[src/rtl/alu_pkg.sv]
// Shared op codes, FSM state encoding and slice function select for the
// nibble-serial ALU.
package alu_pkg;

    localparam logic [2:0] OP_AND = 3'b000;
    localparam logic [2:0] OP_OR  = 3'b001;
    localparam logic [2:0] OP_ADD = 3'b010;
    localparam logic [2:0] OP_SUB = 3'b110;
    localparam logic [2:0] OP_SLT = 3'b111;

    typedef enum logic [1:0] {
        IDLE = 2'b00,
        RUN  = 2'b01,
        DONE = 2'b10
    } state_t;

    typedef enum logic [1:0] {
        FN_AND   = 2'b00,
        FN_OR    = 2'b01,
        FN_ARITH = 2'b10,
        FN_ZERO  = 2'b11
    } slice_func_t;

    // Reserved op codes map to FN_ZERO so the slice output is forced low.
    function automatic slice_func_t decode_op(input logic [2:0] op);
        case (op)
            OP_AND:                 return FN_AND;
            OP_OR:                  return FN_OR;
            OP_ADD, OP_SUB, OP_SLT: return FN_ARITH;
            default:                return FN_ZERO;
        endcase
    endfunction

endpackage

[src/rtl/alu_nibble_slice.sv]
// Combinational 4-bit AND/OR/ADD slice with optional B inversion, carry
// chaining and a tap on the MSB of the sum.
module alu_nibble_slice
    import alu_pkg::*;
(
    input  logic [3:0]  a,
    input  logic [3:0]  b,
    input  slice_func_t func,
    input  logic        binvert,
    input  logic        cin,
    output logic [3:0]  y,
    output logic        cout,
    output logic        sum_msb
);

    logic [3:0] b_eff;
    logic [4:0] sum;

    assign b_eff   = b ^ {4{binvert}};
    assign sum     = {1'b0, a} + {1'b0, b_eff} + {4'b0000, cin};
    assign cout    = sum[4];
    assign sum_msb = sum[3];

    always_comb begin
        y = 4'h0;
        case (func)
            FN_AND:   y = a & b;
            FN_OR:    y = a | b;
            FN_ARITH: y = sum[3:0];
            default:  y = 4'h0;
        endcase
    end

endmodule

[src/rtl/nibble_serial_alu.sv]
// Multi-cycle ALU: streams operands one nibble per cycle (LSB first) through a
// single 4-bit slice, with valid/ready handshakes on input and result.
module nibble_serial_alu
    import alu_pkg::*;
#(
    parameter int WIDTH = 16
) (
    input  logic             clk,
    input  logic             rst_n,
    input  logic             in_valid,
    output logic             in_ready,
    input  logic [WIDTH-1:0] a,
    input  logic [WIDTH-1:0] b,
    input  logic [2:0]       op,
    output logic             out_valid,
    input  logic             out_ready,
    output logic [WIDTH-1:0] result,
    output logic             cout,
    output logic             overflow,
    output logic             zero,
    output state_t           dbg_state
);

    localparam int NIBBLES = WIDTH / 4;
    localparam int CNT_W   = (NIBBLES > 1) ? $clog2(NIBBLES) : 1;
    localparam logic [CNT_W-1:0] LAST_NIB = CNT_W'(NIBBLES - 1);

    // Handshakes: a transfer happens on a rising edge where valid and ready
    // are both high; in_ready is high only in IDLE, out_valid only in DONE.
    state_t           state, state_next;
    logic [WIDTH-1:0] a_sh, b_sh;
    logic [2:0]       op_reg;
    logic [CNT_W-1:0] nib_cnt;
    logic             carry_reg;

    logic [3:0]       slice_y;
    logic             slice_cout, slice_msb;
    logic             accept, last_nib, is_arith, ovf_raw;
    logic [WIDTH-1:0] res_next, res_final;

    alu_nibble_slice u_slice (
        .a       (a_sh[3:0]),
        .b       (b_sh[3:0]),
        .func    (decode_op(op_reg)),
        .binvert (op_reg[2]),
        .cin     (carry_reg),
        .y       (slice_y),
        .cout    (slice_cout),
        .sum_msb (slice_msb)
    );

    always_ff @(posedge clk or negedge rst_n) begin
        if (!rst_n) state <= IDLE;
        else        state <= state_next;
    end

    always_comb begin
        state_next = state;
        in_ready   = 1'b0;
        out_valid  = 1'b0;
        case (state)
            IDLE: begin
                in_ready = 1'b1;
                if (in_valid) state_next = RUN;
            end
            RUN: begin
                if (nib_cnt == LAST_NIB) state_next = DONE;
            end
            DONE: begin
                out_valid = 1'b1;
                if (out_ready) state_next = IDLE;
            end
            default: state_next = IDLE;
        endcase
    end

    assign dbg_state = state;
    assign accept    = in_valid && in_ready;
    assign last_nib  = (state == RUN) && (nib_cnt == LAST_NIB);
    assign is_arith  = (op_reg == OP_ADD) || (op_reg == OP_SUB) || (op_reg == OP_SLT);
    // Only meaningful on the final nibble, where a_sh/b_sh hold the top nibble.
    assign ovf_raw   = (a_sh[3] ^ (b_sh[3] ^ op_reg[2]) ^ 1'b1) & (a_sh[3] ^ slice_msb);

    always_comb begin
        res_next = result;
        res_next[4*nib_cnt +: 4] = slice_y;
        res_final = res_next;
        case (op_reg)
            OP_AND, OP_OR, OP_ADD, OP_SUB: res_final = res_next;
            OP_SLT:  res_final = {{(WIDTH-1){1'b0}}, slice_msb ^ ovf_raw};
            default: res_final = '0;
        endcase
    end

    always_ff @(posedge clk or negedge rst_n) begin
        if (!rst_n) begin
            a_sh      <= '0;
            b_sh      <= '0;
            op_reg    <= OP_AND;
            nib_cnt   <= '0;
            carry_reg <= 1'b0;
            result    <= '0;
            cout      <= 1'b0;
            overflow  <= 1'b0;
            zero      <= 1'b0;
        end else if (accept) begin
            a_sh      <= a;
            b_sh      <= b;
            op_reg    <= op;
            nib_cnt   <= '0;
            carry_reg <= op[2];
            cout      <= 1'b0;
            overflow  <= 1'b0;
            zero      <= 1'b0;
        end else if (state == RUN) begin
            a_sh      <= a_sh >> 4;
            b_sh      <= b_sh >> 4;
            nib_cnt   <= nib_cnt + 1'b1;
            carry_reg <= slice_cout;
            if (last_nib) begin
                result   <= res_final;
                cout     <= is_arith ? slice_cout : 1'b0;
                overflow <= ((op_reg == OP_ADD) || (op_reg == OP_SUB)) ? ovf_raw : 1'b0;
                zero     <= (res_final == '0);
            end else begin
                result   <= res_next;
            end
        end
    end

endmodule

[config.mk]
export PLATFORM = sky130hd
export DESIGN_NAME = nibble_serial_alu
export DESIGN_NICKNAME = d
export VERILOG_FILES = /design/src/rtl/alu_pkg.sv /design/src/rtl/alu_nibble_slice.sv /design/src/rtl/nibble_serial_alu.sv
export SDC_FILE = /design/constraint.sdc
export NUM_CORES = 1
export LEC_CHECK = 0
export CAP_MARGIN = 25
export CORE_MARGIN = 1.5
export CORE_UTILIZATION = 51
export CTS_CLUSTER_DIAMETER = 60
export CTS_CLUSTER_SIZE = 12
export DETAILED_ROUTE_END_ITERATION = 8
export MAX_ROUTING_LAYER = met4
export PLACE_DENSITY = 0.91
export RECOVER_POWER = 25
export SETUP_SLACK_MARGIN = 0.2
export SYNTH_ARGS = -nofsm -noshare
export SYNTH_HDL_FRONTEND = slang
export SYNTH_SLANG_ARGS = --single-unit
[constraint.sdc]
create_clock -name clk -period 4.2 [get_ports clk]
set_input_delay 0.84 -clock clk [delete_from_list [all_inputs] [get_ports clk]]
set_output_delay 0.84 -clock clk [all_outputs]
set_load 0.01 [all_outputs]
# After elaboration in Yosys (flattened, before gate mapping)
# Cells that the tools add are included.
classes:
  muxes: 30
  add_sub_neg: 4
  n_reduce_logical: 15
  n_eq_ne: 12
  shift: 2
  bitwise: 10
op_table:
  columns: ["operator", "n"]
  rows:
  - ["$mux W16", 5]
  - ["$neg A4 Y34", 1]
  - ["$shift A4 B34 Y16 const A", 1]
  - ["$shiftx A4 B34 Y16", 1]
  - ["$pmux W16 S2", 1]
  - ["$bwmux W16", 1]
  - ["$logic_not A16 Y1", 1]
  - ["$mux W1", 15]
  - ["$pmux W2 S3", 2]
  - ["$pmux W4 S3", 1]
  - ["$mux W2", 5]
  - ["$eq A2 B2 Y1 const B", 3]
  - ["$eq A3 B3 Y1 const B", 2]
  - ["$add A4 B4 Y5", 1]
  - ["$add A5 B1 Y5", 1]
  - ["$and A4 B4 Y4", 1]
  - ["$eq A2 B1 Y1 const B", 2]
  - ["$logic_not A2 Y1", 2]
  - ["$ne A2 B2 Y1 const B", 2]
  - ["$or A4 B4 Y4", 1]
  - ["$reduce_and A2 Y1", 2]
  - ["$reduce_bool A2 Y1", 2]
  - ["$reduce_or A4 Y1", 1]
  - ["$xor A1 B1 Y1", 4]
  - ["12 further kinds", 15]
totals:
  input_bits: 39
  word_cells: 83
  out_inout_bits: 23
  reg_bits: 59

# Logic depth before layout (Yosys ltp)
# Gate-level depths: netlist (run 1).
logic_depth:
  ltp_word: 12
  mapped_depth: 11
  mapped_depth_nobuf: 10

# Hierarchy
# From an unflattened synthesis (run 1), not the netlist that was laid out.
hier_totals:
  cells_unflattened: 316
  hier_area_um2: 3036.7
by_module_without_submodules:
  columns: ["mod", "seq_area_each_um2", "cells_per_inst", "area_per_inst_um2", "instances"]
  rows:
  - ["nibble_serial_alu", 1476.4, 281, 2753.9, 1]
  - ["alu_nibble_slice", 0.0, 35, 282.8, 1]

# Worst setup path before layout (run 1)
# No wires, ideal clock.
synth_timing:
  path_kind: "register to register"
  startpoint: "register op_reg[2]"
  endpoint: "register zero"
  required_ns: 4.108
  n_path_buf: 1
  path_stages_with_launch: 12
  setup_ns: 0.092
  path_slack_ns: 1.258
  period_less_slack_ns: 2.942
  t_arrival_ns: 2.850
  cell_sequence: "dfrtp_1 -> buf_6 -> xnor2_1 -> fa_1 -> inv_1 -> fa_1 -> xor2_1 -> a32o_2 -> a221o_1 -> a21bo_1 -> o41a_1 -> o31ai_2"
synth_between:
  elab_chain_len: 12
  elab_cells_between_ends: 28
  cone_classes: "add/sub: 2; eq/ne: 6; shift: 1; mux: 7; bitwise: 7; reduce/logical: 5"
synth_rtl:
  columns: ["element", "line_no", "source"]
  rows:
  - ["start, declared", "nibble_serial_alu.sv:32", "logic [2:0] op_reg;"]
  - ["start signal, assigned", "nibble_serial_alu.sv:109", "op_reg <= op;"]
  - ["parallel branches: the longest is 7 deep, another holds $add A4 B4 Y5", null, null]
  - ["$pmux W16 S2 (*)", "nibble_serial_alu.sv:88", "case (op_reg)"]
  - ["$logic_not A16 Y1 (*)", "nibble_serial_alu.sv:124", "zero <= (res_final == '0);"]
  - ["$mux W1 (*)", "nibble_serial_alu.sv:120", "if (last_nib) begin"]
  - ["$mux W1 (*)", "nibble_serial_alu.sv:115", "end else if (state == RUN) begin"]
  - ["$mux W1 (*)", "nibble_serial_alu.sv:106", "end else if (accept) begin"]
  - ["end signal, assigned", "nibble_serial_alu.sv:124", null]
  - ["end, declared", "nibble_serial_alu.sv:20", "output logic zero,"]
# Mark *: on every way between the ends. The select of a mux whose other input is x is not followed.
# A chain may end at the register's enable or synchronous reset.

# Worst setup path after layout (run 1)
# Same ends and word-level chain as after synthesis.

==> impl_metrics.py, run 1 <==
metrics = {
    "final_layout": {
        "fin_util_pct": 67.5,
        "drive_gt1_share_pct": 9.62,
        "antennaDiodeCount": 0,
        "reg_top3": "a_sh (16), b_sh (16), result (16)",
        "stdcell_area_mm2": 0.00379,
        "fillers": 451,
        "synthToLayoutAreaGrowth_pct": 25.9,
        "final_nets": 410,
    },
    "global_routing": {
        "grt_pass1_vias": 2606,
        "grt_pass1_wl_um": 11700,
        "grt_start_max_net_pins": 50,
        "gr-usage-all-layers_pct": 24.9,
        "grt_overflow": 0,
        "antenna_found_initial": 0,
    },
    "placed_design": {
        "io_buffers": 61,
        "dpl_cell_area_mm2": 0.00364,
        "gp_congestion": 0.911,
        "dp_hpwl_um": 4790,
    },
    "hold_path": {
        "hold_class": "flip-flop to flip-flop",
        "hold_start": "b_sh[7]",
        "hold_depth": 2,
        "holdPathEnd": "b_sh[7]",
    },
    "die": {
        "initial_core_util_pct": 53.6,
        "dieArea_mm2": 0.00637,
        "die_w_um": 79.8,
        "placeableCoreArea_mm2": 0.00561,
        "num_rows": 27,
        "die_h_um": 79.8,
        "pin_count": 62,
    },
    "drt": {
        "routed_wl_um": 6820,
        "antenna_left": 0,
        "vias": 2499,
        "firstDrtPassIters": 5,
        "first_iter_violations": 140,
        "wl_per_cell_um": 15.7,
        "routed_via_density": 5.73,
        "route.detailed.drc": 0,
    },
    "synthesis": {
        "postSynthAreaPerCell_um2": 9.99,
        "synthTopCellsByArea": "dfrtp_1, nand2_1, a22oi_1",
        "netlist_instances": 301,
        "synth_seq_cells": 59,
        "synthFlopType": "dfrtp_1",
        "synthesis.nets": 350,
        "synthDistinctLibCells": 53,
        "ys_warn_count": 0,
        "yosysTopAreaCell": "dfrtp_1",
        "synth.top_cell.area_share_pct": 49.1,
        "synth_common_cells": "nand2_1, dfrtp_1, a22oi_1",
        "async_reset_ff_share_pct": 100,
        "synth_area_mm2": 0.00301,
        "synth_edf_count": 0,
        "yosysMostFrequentCell": "nand2_1",
        "ys_seq_area_share_pct": 49.1,
    },
    "clock_network": {
        "htreeDepth": 3,
        "hold_buffers": 0,
        "clk_pin_slew_worst_paths_ns": 0.06,
        "cts_sinks": 59,
        "cts-resized-gates": 0,
        "clockBufferDepth": 2,
        "cts_tree": "yes",
        "numCtsBuffers": 9,
        "clock_latency_ns": 0.34,
        "root_buffer": "clkbuf_8",
        "cts_setup_buffers": 0,
    },
    "job": {
        "max-cap-violations": 1,
    },
    "power": {
        "power_density_mw_per_mm2": 807,
        "peakVddDrop_uv": 412,
        "leakage_uw": 0.00173,
        "finalPower_uw": 3050,
    },
    "sta": {
        "period_share_pct": 76.3,
        "finalHoldViolations": 0,
        "fin_worst_skew_ns": 0.00793,
        "setup_viol": 0,
        "max-slew-margin-rel_pct": -12.2,
        "fin_hold_ws_ns": 0.477,
        "finalMaxSlewViolations": 33,
        "rsz0062_at_grt": "false",
        "tightest_slew_ns": 1.68,
        "clock.fmax_mhz": 312,
        "layout_min_cycle_time_ns": 3.20,
        "setup_tns_ns": 0,
    },
    "worst_setup_path": {
        "worst_setup_path_start_kind": "flip-flop",
        "endpoint_kind": "flip-flop",
        "reg2reg_to": "zero",
        "reg2regPathDepth": 10,
        "cp.arrival_ns": 3.46,
        "r2r_start": "op_reg[2]",
        "r2r_slack_ns": 1.0,
        "criticalPathCategory": "flip-flop to flip-flop",
        "required_ns": 4.45,
        "crit_path_max_fanout": 9,
    },
    "run_status": {
        "status": "finished with violations",
        "violations": "max-capacitance violations, max-slew violations",
    },
}
per-layer routing:
layer / GRT usage (%) / share of wire, %
met5: - / 0
met4: 11.7 / 2.0
met3: 4.46 / 4.9
met2: 41.1 / 51
met1: 29.7 / 42
stage by stage:
| stage | worst slack (ns) | instances |
|---|---|---|
| final | 0.995 | 436 |
| after global routing | 0.558 | 436 |
| after detailed placement | 1.01 | 422 |
| after CTS | 0.985 | 436 |
| after global placement | 1.09 | 422 |
| after floorplan | 1.26 | 301 |
power breakdown:
part	leakage (µW)	internal, µW	switching [µW]	total [µW]
sequential	0.000767	791	205	996
combinational	0.000885	723	912	1630
clock	0.0000750	205	218	423
total	0.00173	1720	1330	3050
worst max-delay path, stage by stage (launching register included):
cell and delay, ns:
dfrtp_1 0.59, xnor2_1 0.18, fa_1 0.21, inv_1 0.06, fa_1 0.40, xor2_1 0.19, a32o_2 0.32, a221o_1 0.33
a21bo_1 0.19, o41a_1 0.43, o31ai_2 0.22
worst max path at each step:
stage                   start      end  cells after the start
finish              op_reg[2]     zero                     10
floorplan           op_reg[2]     zero                     11
CTS                 op_reg[2]     zero                     10
detailed placement  op_reg[2]     zero                     10
global placement    op_reg[2]     zero                     10
global route            rst_n  b_sh[6]                      2
cells in the final DEF (no fill, tap or decap), drive strengths merged, types with 7 or more instances in the layout:
master         Yosys  final
a22o              15     15
dfrtp             59     59
clkdlybuf4s50      0     60
clkbuf            13     13
nand2             77     77
nor2               7      7
ha                 8      8
inv                8      8
o21ai             22     22
a22oi             24     24
area by class of cell:
class	instances	area, µm²	share of cell area [%]
Clock inverter	3	17.5	0.463
Multi-Input combinational cell	218	1410	37.2
Inverter	8	30.0	0.793
Timing Repair Buffer	65	631	16.7
Tap cell	72	90.1	2.38
Clock buffer	11	131	3.47
Sequential cell	59	1480	39.0
cell families after synthesis:
logic type      Yosys count  synth area share [%]
fa+ha+maj                13                  5.74
flops                    59                  49.1
simple gates            110                  16.8
mux                       4                  1.41
xor+xnor                  6                  1.75
buf+inv                  24                  4.03
compound gates           85                  21.1
(Power assumes the default switching activity.)
==> run 2, diff against run 1 <==
==> constraint.sdc (replaced) <==
create_clock -name clk -period 3 [get_ports clk]
set_input_delay 0.6 -clock clk [delete_from_list [all_inputs] [get_ports clk]]
set_output_delay 0.6 -clock clk [all_outputs]
set_load 0.01 [all_outputs]
==> run 2 against run 1 <==
Against the previous run: non-clock buffer count rose by 7; global-route usage rose by 0.52 points; combinational power rose by 52%; maximum frequency rose by 16%; design area rose by 4.5%; total power rose by 53%; final cell count rose by 2.1%; the flow now finishes without violations; clock-buffer cell count rose by 1; register-to-register slack got worse by 0.77 ns; wire length rose by 1.3%; sequential share of layout area fell by 1.6 points; via count rose by 0.20%.
==> impl_metrics.py, run 2 (synthesis gave the netlist of run 1 again) <==
metrics = {
    "final_layout": {
        "synthToLayoutAreaGrowth_pct": 31.5,
        "layout_commonest_cell": "nand2_1",
        "multiInputGateArea_mm2": 0.00145,
        "seqCellArea_mm2": 0.00148,
        "fillers": 443,
        "antennaDiodeCount": 0,
        "drive_gt1_share_pct": 14.2,
        "reg_top3": "a_sh (16), b_sh (16), result (16)",
        "layout_common_cells": "nand2_1, clkdlybuf4s50_1, dfrtp_1",
        "final_nets": 417,
    },
    "global_routing": {
        "grt_pass1_wl_um": 12000,
        "gr-usage-all-layers_pct": 25.4,
        "grt_overflow": 0,
        "antenna_found_initial": 0,
        "grt_start_max_net_pins": 50,
        "grt_pass1_vias": 2619,
    },
    "power": {
        "switching_power_uw": 1920,
        "seqPwrFrac_pct": 29.5,
        "pwr-share-comb_pct": 53.1,
        "peakVddDrop_uv": 875,
        "power_density_mw_per_mm2": 1180,
        "p_int_uw": 2750,
        "power.share.clock_pct": 17.4,
        "finalPower_uw": 4670,
        "p_sw_share_pct": 41.1,
        "leakage_uw": 0.00180,
    },
    "die": {
        "initial_core_util_pct": 53.6,
        "placeableCoreArea_mm2": 0.00561,
        "die_h_um": 79.8,
        "num_rows": 27,
        "die_w_um": 79.8,
        "dieArea_mm2": 0.00637,
        "pin_count": 62,
    },
    "sta": {
        "rsz0062_at_grt": "true",
        "fin_worst_skew_ns": 0.00788,
        "tightest_slew_ns": 1.41,
        "setup_viol": 0,
        "period_share_pct": 92.4,
        "finalMaxSlewViolations": 0,
        "setup_tns_ns": 0,
        "max-slew-margin-rel_pct": 6.30,
        "layout_min_cycle_time_ns": 2.77,
        "clock.fmax_mhz": 361,
        "finalHoldViolations": 0,
    },
    "job": {
        "max-cap-violations": 0,
    },
    "clock_network": {
        "htreeDepth": 3,
        "cts_sinks": 59,
        "numCtsBuffers": 9,
        "root_buffer": "clkbuf_8",
        "hold_buffers": 0,
        "clockBufferDepth": 2,
        "cts_tree": "yes",
        "clk_pin_slew_worst_paths_ns": 0.06,
        "clock_latency_ns": 0.34,
    },
    "worst_setup_path": {
        "endpoint_kind": "flip-flop",
        "max_stage_delay_ns": 0.42,
        "required_ns": 3.24,
        "criticalPathCategory": "flip-flop to flip-flop",
        "crit_buf_inv": 1,
        "cp_common_cell": "fa_2",
        "path_delay_family": "compound AO/OA/AOI/OAI gates",
        "cp_cell_sequence": "xnor2_2 > fa_2 > inv_2 > fa_2 > a32o_2 > a2111oi_4 > a21bo_1 > o41a_1 > o31ai_2",
        "cpMaxStageDelayCell": "fa_2",
        "crit_path_max_fanout": 2,
        "cp.arrival_ns": 3.01,
        "worst_setup_path_start_kind": "flip-flop",
    },
    "placed_design": {
        "io_buffers": 61,
        "gp_congestion": 0.899,
        "dp_hpwl_um": 5080,
    },
    "drt": {
        "wl_per_cell_um": 15.5,
        "vias": 2504,
        "firstDrtPassIters": 4,
        "route.detailed.drc": 0,
        "first_iter_violations": 126,
        "routed_via_density": 5.63,
        "antenna_left": 0,
        "routed_wl_um": 6910,
    },
    "hold_path": {
        "hold_class": "flip-flop to flip-flop",
    },
    "run_status": {
        "status": "completed",
    },
}
==> run 2: repair_timing <==
item	in CTS	in global routing
setup endpoints to repair	1	1
pin swaps	4	0
endpoints found under the hold margin	0	0
setup buffers	3	1
gates resized for setup	1	3
cloned	0	0
==> run 2: cell type report <==
type,instances,share of cell area (%)
tap,72,2.28
inverter,8,0.759
multi-input combinational,218,36.6
sequential,59,37.4
clock inverter,4,1.83
clock buffer,12,3.92
timing repair buffer,72,17.2
==> run 2: through the flow <==
stage          utilization [%]  setup WS (ns)  std cells  hold WS, ns  instance area (µm²)
3_3_place_gp              65.6          0.139        425        0.458                 3680
3_5_place_dp              65.6         0.0631        425        0.464                 3680
5_1_grt                   70.5          0.140        445        0.504                 3960
4_1_cts                   70.3          0.214        444        0.285                 3940
6_report                  70.5          0.228        445        0.478                 3960
2_1_floorplan                -          0.147        301        0.304                 3020
==> run 2: path summary, 6_finish.rpt <==
kind | start | endpoint | slack (ns) | depth (start not counted)
max | op_reg[2] | zero | 0.23 | 9
max reg2reg | op_reg[2] | zero | 0.23 | 9
min reg2reg | a_sh[7] | a_sh[7] | 0.48 | 2
min in group asynchronous | rst_n | cout | 0.58 | 1
max in group asynchronous | rst_n | nib_cnt[0] | 1.10 | 2
min | a_sh[7] | a_sh[7] | 0.48 | 2
==> run 2: routing by layer <==
layer  share of wire, %  GRT usage [%]  up-vias
li1                   -              -     1213
met1                 42           30.4     1205
met2                 52           41.9       74
met3                4.6           6.06       12
met4                1.6           9.48        0
met5                  0              -        -
==> run 2: power by group through the flow <==
| stage | combinational (µW) | clock (µW) | sequential (µW) |
|---|---|---|---|
| after floorplan | 1720 | 0 | 1330 |
| after global placement | 2260 | 0 | 1370 |
| after detailed placement | 2330 | 0 | 1390 |
| after CTS | 2440 | 824 | 1380 |
| after global routing | 2750 | 868 | 1430 |
| final | 2480 | 815 | 1380 |
==> run 2: tightest hold or removal path, delay by kind of cell, from the launching register on <==
kind	cells	cell delay [ns]
flops	1	0.34
simple gates	2	0.10
